File: src/rtl/alu_sequencer.sv
// Multi-cycle controller sequencing the registered ALU datapath: load, execute, write, respond.
// Define ALU_SEQ_PERF_CNT_EN to build the perf_ops / perf_busy counters; otherwise they read 0.
module alu_sequencer #(
   parameter int MUL_CYCLES = 2,
   parameter int DIV_CYCLES = 8,
   parameter int CNT_W      = 8
) (
   input  logic        clk,
   input  logic        rst,
   input  logic        req_valid,
   output logic        req_ready,
   input  logic [3:0]  req_op,
   input  logic        req_imm,
   output logic        rsp_valid,
   input  logic        rsp_ready,
   output logic        rsp_err,
   output logic        ldA,
   output logic        ldB,
   output logic        clrA,
   output logic        clrB,
   output logic        clrResult,
   output logic        ldResult,
   output logic        isImmediate,
   output logic [2:0]  aluSel,
   output logic [12:0] op_en,
   output logic        wrFlag,
   output logic [31:0] perf_ops,
   output logic [31:0] perf_busy
);

   typedef enum logic [2:0] {
      S_IDLE  = 3'd0,
      S_LOAD  = 3'd1,
      S_EXEC  = 3'd2,
      S_WRITE = 3'd3,
      S_RESP  = 3'd4
   } state_t;

   localparam logic [3:0] OP_CMP = 4'd2;
   localparam logic [3:0] OP_MUL = 4'd3;
   localparam logic [3:0] OP_DIV = 4'd4;
   localparam logic [3:0] OP_MOD = 4'd5;
   localparam logic [3:0] OP_MAX = 4'd12;

   localparam logic [CNT_W-1:0] MUL_LAST = CNT_W'(MUL_CYCLES - 1);
   localparam logic [CNT_W-1:0] DIV_LAST = CNT_W'(DIV_CYCLES - 1);
   localparam logic [CNT_W-1:0] CNT_ONE  = CNT_W'(1);

   state_t           state_q, state_d;
   logic [3:0]       op_q, op_d;
   logic             imm_q, imm_d;
   logic             err_q, err_d;
   logic [CNT_W-1:0] cnt_q, cnt_d;

   // Counter preload: last EXEC cycle index for the latched operation.
   function automatic logic [CNT_W-1:0] exec_last(input logic [3:0] op);
      logic [CNT_W-1:0] n;
      case (op)
         OP_MUL:         n = MUL_LAST;
         OP_DIV, OP_MOD: n = DIV_LAST;
         default:        n = '0;
      endcase
      return n;
   endfunction

   function automatic logic [2:0] unit_sel(input logic [3:0] op);
      logic [2:0] sel;
      case (op)
         4'd0, 4'd1, 4'd2: sel = 3'd0;
         4'd3:             sel = 3'd1;
         4'd4, 4'd5:       sel = 3'd2;
         4'd12:            sel = 3'd3;
         4'd9, 4'd10, 4'd11: sel = 3'd4;
         4'd6, 4'd7, 4'd8: sel = 3'd5;
         default:          sel = 3'd0;
      endcase
      return sel;
   endfunction

   always_ff @(posedge clk) begin
      if (rst) begin
         state_q <= S_IDLE;
         op_q    <= '0;
         imm_q   <= 1'b0;
         err_q   <= 1'b0;
         cnt_q   <= '0;
      end else begin
         state_q <= state_d;
         op_q    <= op_d;
         imm_q   <= imm_d;
         err_q   <= err_d;
         cnt_q   <= cnt_d;
      end
   end

   always_comb begin
      state_d = state_q;
      op_d    = op_q;
      imm_d   = imm_q;
      err_d   = err_q;
      cnt_d   = cnt_q;
      case (state_q)
         S_IDLE: begin
            if (req_valid) begin
               op_d  = req_op;
               imm_d = req_imm;
               err_d = (req_op > OP_MAX);
               state_d = (req_op > OP_MAX) ? S_RESP : S_LOAD;
            end
         end
         S_LOAD: begin
            cnt_d   = exec_last(op_q);
            state_d = S_EXEC;
         end
         S_EXEC: begin
            if (cnt_q == '0) state_d = S_WRITE;
            else             cnt_d   = cnt_q - CNT_ONE;
         end
         S_WRITE: state_d = S_RESP;
         S_RESP: begin
            if (rsp_ready) state_d = S_IDLE;
         end
         default: state_d = S_IDLE;
      endcase
   end

   // Outputs are forced quiet while rst is high so an aborted op never strobes the datapath.
   always_comb begin
      req_ready   = 1'b0;
      rsp_valid   = 1'b0;
      rsp_err     = 1'b0;
      ldA         = 1'b0;
      ldB         = 1'b0;
      ldResult    = 1'b0;
      wrFlag      = 1'b0;
      isImmediate = 1'b0;
      aluSel      = 3'd0;
      op_en       = '0;
      if (!rst) begin
         case (state_q)
            S_IDLE: req_ready = 1'b1;
            S_LOAD, S_EXEC, S_WRITE: begin
               isImmediate = imm_q;
               aluSel      = unit_sel(op_q);
               op_en       = 13'b1 << op_q;
               if (state_q == S_LOAD) begin
                  ldA = 1'b1;
                  ldB = 1'b1;
               end
               if (state_q == S_WRITE) begin
                  if (op_q == OP_CMP) wrFlag   = 1'b1;
                  else                ldResult = 1'b1;
               end
            end
            S_RESP: begin
               rsp_valid = 1'b1;
               rsp_err   = err_q;
            end
            default: ;
         endcase
      end
   end

   assign clrA      = rst;
   assign clrB      = rst;
   assign clrResult = rst;

`ifdef ALU_SEQ_PERF_CNT_EN
   logic [31:0] perf_ops_q, perf_ops_d;
   logic [31:0] perf_busy_q, perf_busy_d;

   always_comb begin
      perf_ops_d  = perf_ops_q + ((rsp_valid && rsp_ready) ? 32'd1 : 32'd0);
      perf_busy_d = perf_busy_q + ((state_q != S_IDLE) ? 32'd1 : 32'd0);
   end

   always_ff @(posedge clk) begin
      if (rst) begin
         perf_ops_q  <= '0;
         perf_busy_q <= '0;
      end else begin
         perf_ops_q  <= perf_ops_d;
         perf_busy_q <= perf_busy_d;
      end
   end

   assign perf_ops  = perf_ops_q;
   assign perf_busy = perf_busy_q;
`else
   assign perf_ops  = '0;
   assign perf_busy = '0;
`endif

endmodule

File: config.mk
export PLATFORM = sky130hd
export DESIGN_NAME = alu_sequencer
export DESIGN_NICKNAME = d
export VERILOG_FILES = /design/src/rtl/alu_sequencer.sv
export SDC_FILE = /design/constraint.sdc
export NUM_CORES = 1
export LEC_CHECK = 0
export ABC_AREA = 1
export CAP_MARGIN = 10
export CORE_MARGIN = 2
export CORE_UTILIZATION = 39
export CTS_CLUSTER_DIAMETER = 30
export DETAILED_ROUTE_END_ITERATION = 10
export GPL_TIMING_DRIVEN = 0
export PLACE_DENSITY = 0.82
export SLEW_MARGIN = 20
export SYNTH_ARGS = -nofsm -noshare
export SYNTH_HDL_FRONTEND = slang
export SYNTH_SLANG_ARGS = --single-unit
File: constraint.sdc
create_clock -name clk -period 2 [get_ports clk]
set_clock_uncertainty 0.2 [all_clocks]
set_input_delay 0.2 -clock clk [delete_from_list [all_inputs] [get_ports clk]]
set_output_delay 0.2 -clock clk [all_outputs]
set_load 0.005 [all_outputs]
# Yosys cells after proc, flatten, opt, wreduce, memory -nomap -nowiden
# Memory sizes are Yosys's and may differ from the RTL's. A register that Yosys moved wholly into a read port is not among the register bits.
# Cells that the tools add are included.
# classes
mux,33
reduce_logical,8
shifts,1
n_lt_le_gt_ge,1
addsub,1
eq_ne,12
# op_table
cell,n
$mux W13,2
$mux W1,19
$mux W3,6
$pmux W8 S2,1
$pmux W3 S5,1
$shl A1 B4 Y13 const A,1
$eq A4 B2 Y1 const B,2
$eq A4 B3 Y1 const B,2
$logic_not A8 Y1,1
$mux W4,2
$mux W8,1
$ne A2 B2 Y1 const B,4
$sub A8 B1 Y8 const B,1
$eq A3 B2 Y1 const B,2
$pmux W3 S2,1
$gt A4 B4 Y1 const B,1
$reduce_and A2 Y1,2
$eq A3 B1 Y1 const B,1
$eq A3 B3 Y1 const B,1
$logic_not A3 Y1,1
$reduce_and A3 Y1,1
$reduce_or A3 Y1,1
$reduce_bool A2 Y1,1
$reduce_or A2 Y1,1
# word_totals
mem_count,1
out_inout_bits,91
regBits,17
mem_bits_ro,48
in_bits,9
# memory_table
memory,words,word_bits,read_ports,rd_ports_with_merged_regs,wr,line,text
(name not given),16,3,1,1,0,68,case (op)

# Longest topological paths before layout
# Gate-level depths: netlist of run 1.
# logic_depth
ltp_word,5
ltp_mapped,10
mapped_depth_nobuf,9

# Least setup slack after synthesis of run 1
# No wires, ideal clock.
# synth_timing
path_type,reg-to-reg
start,register cnt_q[0]
end,register cnt_q[3]
n_path_buf,1
setup_ns,0.115
arrival_ns,1.193
synth_period_minus_slack_ns,1.508
setup_slack_ns,0.492
stages_incl_launch_ff,9
required_ns,1.685
path_cell_list,dfxtp_1 -> inv_1 -> ha_1 -> nand2_1 -> o21ai_4 -> nand2_2 -> buf_6 -> a21oi_1 -> nor2_1
# synth_via
elab_chain_cells,3
word_cells_on_any_way,6
# synth_rtl
item,line,text
start: declaration,53,"logic [CNT_W-1:0] cnt_q, cnt_d;"
start signal: assignment,92,cnt_q <= cnt_d;
$sub A8 B1 Y8 / $logic_not A8 Y1 (equally long branches),"117, 116",
$mux W8 / $ne A2 B2 Y1 (equally long branches),--,
$pmux W8 S2 / $reduce_and A2 Y1 (equally long branches),--,
# Several ways; a longest one is shown, not always the timed one. The select of a mux whose other input is x is not followed.
# A chain may end at the register's enable or synchronous reset.

# Worst setup path after layout of run 1
# layout_timing
start,register state_q[0]
end,output ldResult
# layout_via
elab_chain_cells,4
word_cells_on_any_way,7
# layout_rtl
item,line,text
start: declaration,49,"state_t state_q, state_d;"
start signal: assignment,88,state_q <= state_d;
"$eq A3 B1 Y1, or another cell as far along",140,case (state_q)
$reduce_or A3 Y1 / $mux W1 (equally long branches),"140, 150",
$mux W1 (*),140,
$mux W1 (*),139,if (!rst) begin
end: declaration,22,"output logic ldResult,"
# Every way passes the cells marked *; elsewhere a longest branch is shown, timed or not.

==> results of run 1 <==
power by group:
group	leakage (nW)	switching [mW]	total, mW	internal, mW
logic	1.27	0.762	1.30	0.540
registers	0.167	0.109	0.634	0.526
clock network	0.0288	0.136	0.312	0.175
total	1.47	1.01	2.25	1.24
what timing repair did:
action,in CTS,in global routing
pin swaps,1,2
endpoints found under the hold margin,0,0
resized for setup,40,8
buffers inserted,4,1
endpoints found under the setup margin,24,6
metrics by stage:
step	utilization (%)	TNS (ns)	area, sq um	total power, mW
after floorplan	-	0	2000	1.53
after global placement	55.4	-8.40	2410	1.78
after detailed placement	55.4	-8.29	2410	1.81
after CTS	57.9	0	2520	2.20
after global routing	58.6	-0.0661	2550	2.44
final	58.6	0	2550	2.25
worst paths after layout:
| path | from | end | slack (ns) |
|---|---|---|---|
| max | state_q[0] | ldResult | 0.006 |
| min | rst | state_q[0] | 0.19 |
| max reg2reg | cnt_q[0] | cnt_q[5] | 0.27 |
| min reg2reg | imm_q | imm_q | 0.26 |
worst max-delay path: cells and delay by family (launching register included):
kind                   cells  cell delay (ns)
buffers and inverters      2             0.64
AND/OR/NAND/NOR            2             0.30
flip-flops                 1             0.39
cell usage after synthesis, types with 2 or more instances:
cell | count | area (sq um)
buf_4 | 68 | 510
nand2_1 | 44 | 165
nor2_1 | 38 | 143
inv_1 | 28 | 105
dfxtp_1 | 20 | 400
a21oi_1 | 14 | 70.1
nand3_1 | 14 | 70.1
nor3_1 | 9 | 45.0
o21ai_0 | 5 | 25.0
nand2_2 | 4 | 25.0
nand3_2 | 4 | 40.0
nor2_2 | 4 | 25.0
buf_6 | 2 | 22.5
ha_1 | 2 | 25.0
inv_2 | 2 | 7.51
nor2_4 | 2 | 22.5
cells by family after synthesis:
logic type | share of synthesized area (%)
other | 0.213
adder cells (fa/ha/maj) | 1.42
AO/OA/AOI/OAI | 6.68
AND/OR/NAND/NOR | 31.9
buffers and inverters | 37.1
flip-flops | 22.7
layer usage:
layer	vias up	wire length, microns	share of wire (%)	track usage (%)
li1	916	-	-	-
met5	-	0	0	0
met1	717	1450	39	15.5
met2	73	1890	51	26.0
met4	0	102	2.8	7.13
met3	11	263	7.1	1.69
final cells by class:
type	instances	area, sq um	share of cell area, %
inverter	30	115	4.51
multi-input combinational	210	985	38.6
timing repair buffer	40	369	14.5
sequential	20	412	16.1
buffer	72	552	21.6
tap	52	65.1	2.55
clock buffer	4	55.1	2.16
==> results by group, run 1 <==
Synthesis
  • EDFF count, synth: 0
  • Syn avg cell area: 6.55 sq um
  • FF+latch count, synth: 20
  • Sequential area share after synthesis: between 20% and 30%
  • Post-synth top flop: dfxtp_1
  • Synth unique cells: 25
  • Mapped cell area: 0.00176 sq mm
  • Yosys warns: 0
  • Async S/R FF share, synth: 0%
  • Synth Instances: approximately 270

Run
  • Max Cap Viol: 0

Floorplanning
  • Full die area: around 0.0051 sq mm
  • Core Rows: 24
  • Die Wd: 71.2 microns
  • I/O pins: 100
  • Initial cell density of the core: slightly above 40%
  • Die height: 71.2 microns
  • Core footprint: ~0.0044 sq mm

Placed design
  • Port-buffer cells: 35
  • RD Place Congestion: about 0.85
  • Dpl cells: 419
  • Pre-CTS WS: -0.514 ns
  • Post-DP HPWL: between 2 and 3 mm

Setup path
  • CP max-delay cell: clkdlybuf4s50_1
  • WP data arrival: 1.59 ns
  • Crit-path max FO: 4
  • Reg2Reg Depth: 8
  • CP startpoint kind: flop
  • Setup Crit Path Kind: reg -> out
  • CP Data Required Time: 1.60 ns
  • CP Capture Type: output pin
  • Crit path cell chain: buf_4, nand4_1, nor2_1, clkdlybuf4s50_1
  • Crit-path max cell delay: roughly 0.5 ns

Drt
  • DRT Pass-1 Iters: 4
  • Initial DRC Count: 37
  • DRC violation count after routing: 0
  • Via/cell ratio: 4.01
  • Vias: between 1,500 and 2,000
  • Final WL: 3.70 mm
  • WL per Instance: approximately 8.7 microns
  • ANT nets after route: 0

Hold path
  • Hold WC Path Type: in -> reg
  • Worst Hold Depth: 2

Timing
  • Min Tclk post-route: 1.99 ns
  • Fmax: around 500 MHz
  • Final setup vio count: 0
  • Final hold slack: 0.188 ns
  • RSZ-0062 raised after global routing: yes
  • Tcrit/Tclk final: 99.7%
  • Final Slew Violations: 0
  • Final WS setup: roughly 0.0057 ns
  • Final hold violations: 0

Clocking
  • CTS root buf: clkbuf_8
  • Clock latency on the worst-skew pair: 0.26 ns
  • Number of buffers created by CTS: 3
  • Cts hold-fix bufs: 0
  • CTS tree: done
  • Clk slew on worst S/H paths: 0.08 ns
  • CTS Sinks: 20
  • H-tree Lvls: 1
  • Max Root-Sink Buffers: 2

Outcome
  • Status: completed

Power and ir drop
  • Peak supply drop: 539 uV
  • Pwr dens: 881 mW/mm^2
  • Pleak: 1.47 nW

Final layout
  • Area grow syn2layout: 44.9%
  • Most frequent cells in the layout: buf_4 (73), conb_1 (64), nand2_1 (43), nor2_1 (34), inv_1 (23)
  • Layout Cells excl Fill: roughly 430
  • Ant diodes: 0
  • Final #Nets: just under 400
  • Commonest non-fill, non-tap cell in the layout: buf_4
  • Share of layout cells above drive strength 1: 31.1%
  • Filler cells: 419

Global route
  • Vias in the first global route: ~1,400
  • First-pass GRT wire length: 5.84 mm
  • Total GRT Usage: 14.0%
  • Grt ovf: 0
  • Initial antenna violation count: 0
  • Largest net degree at the start of global routing: 12
No activity file was read; power rests on OpenSTA's default activity.
==> run 2: changes to the inputs <==
Settings changed: ABC_AREA 1 to default, PLACE_DENSITY 0.82 to 0.81.
==> results by group, run 2 <==
Outcome
  • Status: finished, violations left
  • Failing checks: setup timing

Global route
  • Total GRT Usage: 16.6% (+2.6 points)
  • Vias in the first global route: 1,501 (+7.0%)
  • Initial antenna violation count: 0 (unchanged)
  • First-pass GRT wire length: 6.86 mm (+17%)
  • Grt ovf: 0 (unchanged)
  • Largest net degree at the start of global routing: 12 (unchanged)

Drt
  • Vias: 1,749 (+1.9%)
  • WL per Instance: 12.0 microns (+39%)
  • Via/cell ratio: 4.42 (+10%)
  • Final WL: 4.76 mm (+28%)
  • ANT nets after route: 0 (unchanged)
  • DRT Pass-1 Iters: 5 (+1)
  • DRC violation count after routing: 0 (unchanged)
  • Initial DRC Count: 76 (+110%)

Setup path
  • WP data arrival: 1.98 ns (+0.39 ns)
  • Crit-path max FO: 8 (+4)
  • CP startpoint kind: flop
  • Crit-path max cell delay: 0.49 ns (-0.02 ns)
  • Crit path cell chain: buf_12, or4b_4, buf_8, nand2_2, a21o_2, inv_2, a2111oi_4
  • Setup Crit Path Kind: reg -> reg
  • CP max-delay cell: or4b_4
  • CP Capture Type: flop
  • Crit path launch: state_q[1]
  • CP Data Required Time: 1.96 ns (+0.36 ns)
  • Critical R2R Launch: state_q[1]

Final layout
  • Area grow syn2layout: 56.4%
  • Share of layout cells above drive strength 1: 42.4% (+11 points)
  • Final core occ: 63.7% (+5.1 points)
  • Layout Cells excl Fill: 396 (-7.5%)
  • Ant diodes: 0 (unchanged)
  • Filler cells: 374 (-11%)
  • Final #Nets: 356 (-8.2%)
  • Commonest non-fill, non-tap cell in the layout: buf_4
  • Register Area: 413 sq um (+0.30%)
  • Most frequent cells in the layout: buf_4 (84), conb_1 (64), nor2_1 (19), nand2_1 (15), dfxtp_1 (14)
  • Footprint of the multi-input gates: 0.00120 sq mm (+22%)

Floorplanning
  • Core footprint: 0.00438 sq mm (+0.69%)
  • Initial cell density of the core: 40.8% (+0.29 points)
  • I/O pins: 100 (unchanged)
  • Die Wd: 71.7 microns (+0.67%)
  • Core Rows: 24 (unchanged)
  • Die height: 71.7 microns (+0.67%)
  • Full die area: 0.00514 sq mm (+1.3%)

Synthesis
  • Syn avg cell area: 7.91 sq um (+21%)
  • FF+latch count, synth: 20 (unchanged)
  • Synth Instances: 226 (-16%)
  • Area contributors post-synth: buf_4 (29%), dfxtp_1 (22%), nor2_1 (4.6%)
  • Synth area leader: buf_4
  • Synth top cells by count: buf_4 (68), nor2_1 (22), dfxtp_1 (20), nand2_1 (18), a21oi_1 (11)
  • Synth unique cells: 49 (+96%)
  • Compound-cell area share of the yosys netlist: 11.5% (+4.8 points)
  • Post-synth top flop: dfxtp_1
  • EDFF count, synth: 0 (unchanged)
  • Yosys warns: 0 (unchanged)
  • Sequential area share after synthesis: 22.4% (-0.32 points)
  • Cell with the most instances after synthesis: buf_4
  • Synth Area in Simple Gates: 27.5% (-4.4 points)
  • Synthesized-area fraction occupied by adder cells: 1.40% (-0.020 points)
  • Post-synthesis mux area share: 2.80% (+2.8 points)
  • Mapped cell area: 0.00179 sq mm (+1.4%)
  • Area share of xor/xnor cells in the synthesized design: 1.54% (+1.5 points)
  • Async S/R FF share, synth: 0% (unchanged)
  • Largest family of logic cells by synthesized area: buffers and inverters
  • Synth top area share: 28.6% (-0.41 points)

Hold path
  • Hold Crit Start: rst
  • Hold WC Path Type: in -> reg

Clocking
  • Max Root-Sink Buffers: 2 (unchanged)
  • CTS root buf: clkbuf_8
  • Number of buffers created by CTS: 3 (unchanged)
  • CTS tree: done
  • Clock latency on the worst-skew pair: 0.26 ns (about the same)
  • Cts hold-fix bufs: 0 (unchanged)
  • CTS Sinks: 20 (unchanged)
  • H-tree Lvls: 1 (unchanged)
  • Clk slew on worst S/H paths: 0.07 ns (about the same)

Placed design
  • Post-DP HPWL: 3.06 mm (+5.0%)
  • Pre-CTS WS: -1.14 ns (-0.628 ns)
  • RD Place Congestion: 0.853 (+0.26%)
  • Dpl cells: 376 (-10%)
  • Port-buffer cells: 35 (unchanged)

Timing
  • Final setup vio count: 1 (+1)
  • Min Tclk post-route: 2.02 ns (+0.0303 ns)
  • Final hold slack: 0.168 ns (-0.0201 ns)
  • Final Slew Violations: 0 (unchanged)
  • Final WS setup: -0.0246 ns (-0.0303 ns)
  • Fmax: 494 MHz (-1.5%)
  • Setup TNS: -0.0246 ns (-0.0246 ns)
  • Final hold violations: 0 (unchanged)
  • RSZ-0062 raised after global routing: yes
  • Tcrit/Tclk final: 101% (+1.5 points)

Power and ir drop
  • Pwr dens: 672 mW/mm^2 (-24%)
  • Peak supply drop: 482 uV (-11%)
  • Pleak: 1.44 nW (-2.2%)

Run
  • Max Cap Viol: 0 (unchanged)
[run 2: cell types whose count changed after synthesis, moves of 5 or more]
cell      delta
or3_1        +5
nand2b_1     +6
nand3_1     -13
nand2_1     -26
and2_1       +5
mux2i_1      +5
inv_1       -25
nor2_1      -16
[run 2: worst paths after layout]
check / end / slack, ns / cells after the start
min reg2reg: err_q / 0.25 / 2
max reg2reg: flop / -0.02 / 7
max: flop / -0.02 / 7
min: cnt_q[6] / 0.17 / 3
[run 2: cell type report]
class | instances | area share, %
Tap cell | 52 | 2.33
Multi-Input combinational cell | 189 | 42.9
Buffer | 74 | 21.2
Timing Repair Buffer | 53 | 16.2
Sequential cell | 20 | 14.8
Inverter | 4 | 0.537
Clock buffer | 4 | 1.97
[run 2: per-layer routing]
metal | part of all wire (%) | vias to the layer above | track usage [%]
met1 | 37 | 774 | 19.5
li1 | - | 879 | -
met2 | 52 | 88 | 29.8
met5 | 0 | - | 0
met3 | 9.2 | 8 | 3.23
met4 | 1.9 | 0 | 5.87
[run 2: worst max-delay path, delay by kind of cell (launching register included)]
kind	cells	cell delay [ns]
compound gates	2	0.46
flops	1	0.36
buf+inv	3	0.35
simple gates	2	0.55
[run 2: stage by stage]
stage / area [sq um] / total power [mW]
CTS: 2690 / 1.75
detailed placement: 2440 / 1.29
floorplan: 2020 / 1.13
finish: 2790 / 1.88
global placement: 2440 / 1.28
global route: 2790 / 2.00
[run 2: kinds of logic (layout without fill, tap and decap cells)]
kind of cell               after synthesis  after routing
AOI/OAI and AO/OA                       29             29
muxes                                    5              5
DFF                                     20             20
buffers and inverters                   80            135
adders and majority gates                2              2
and+or+nand+nor                         88             88
xor gates and xnor gates                 1              1
other                                    1             64
[run 2: repair_timing]
action | CTS | global route
setup buffers | 11 | 7
gates resized for setup | 62 | 42
hold endpoints to repair | 0 | 0
setup endpoints to repair | 28 | 24
pin swaps | 7 | 16
[run 2: power by group]
part	switching, mW	internal [mW]
clock	0.129	0.175
sequential	0.0916	0.478
combinational	0.472	0.531
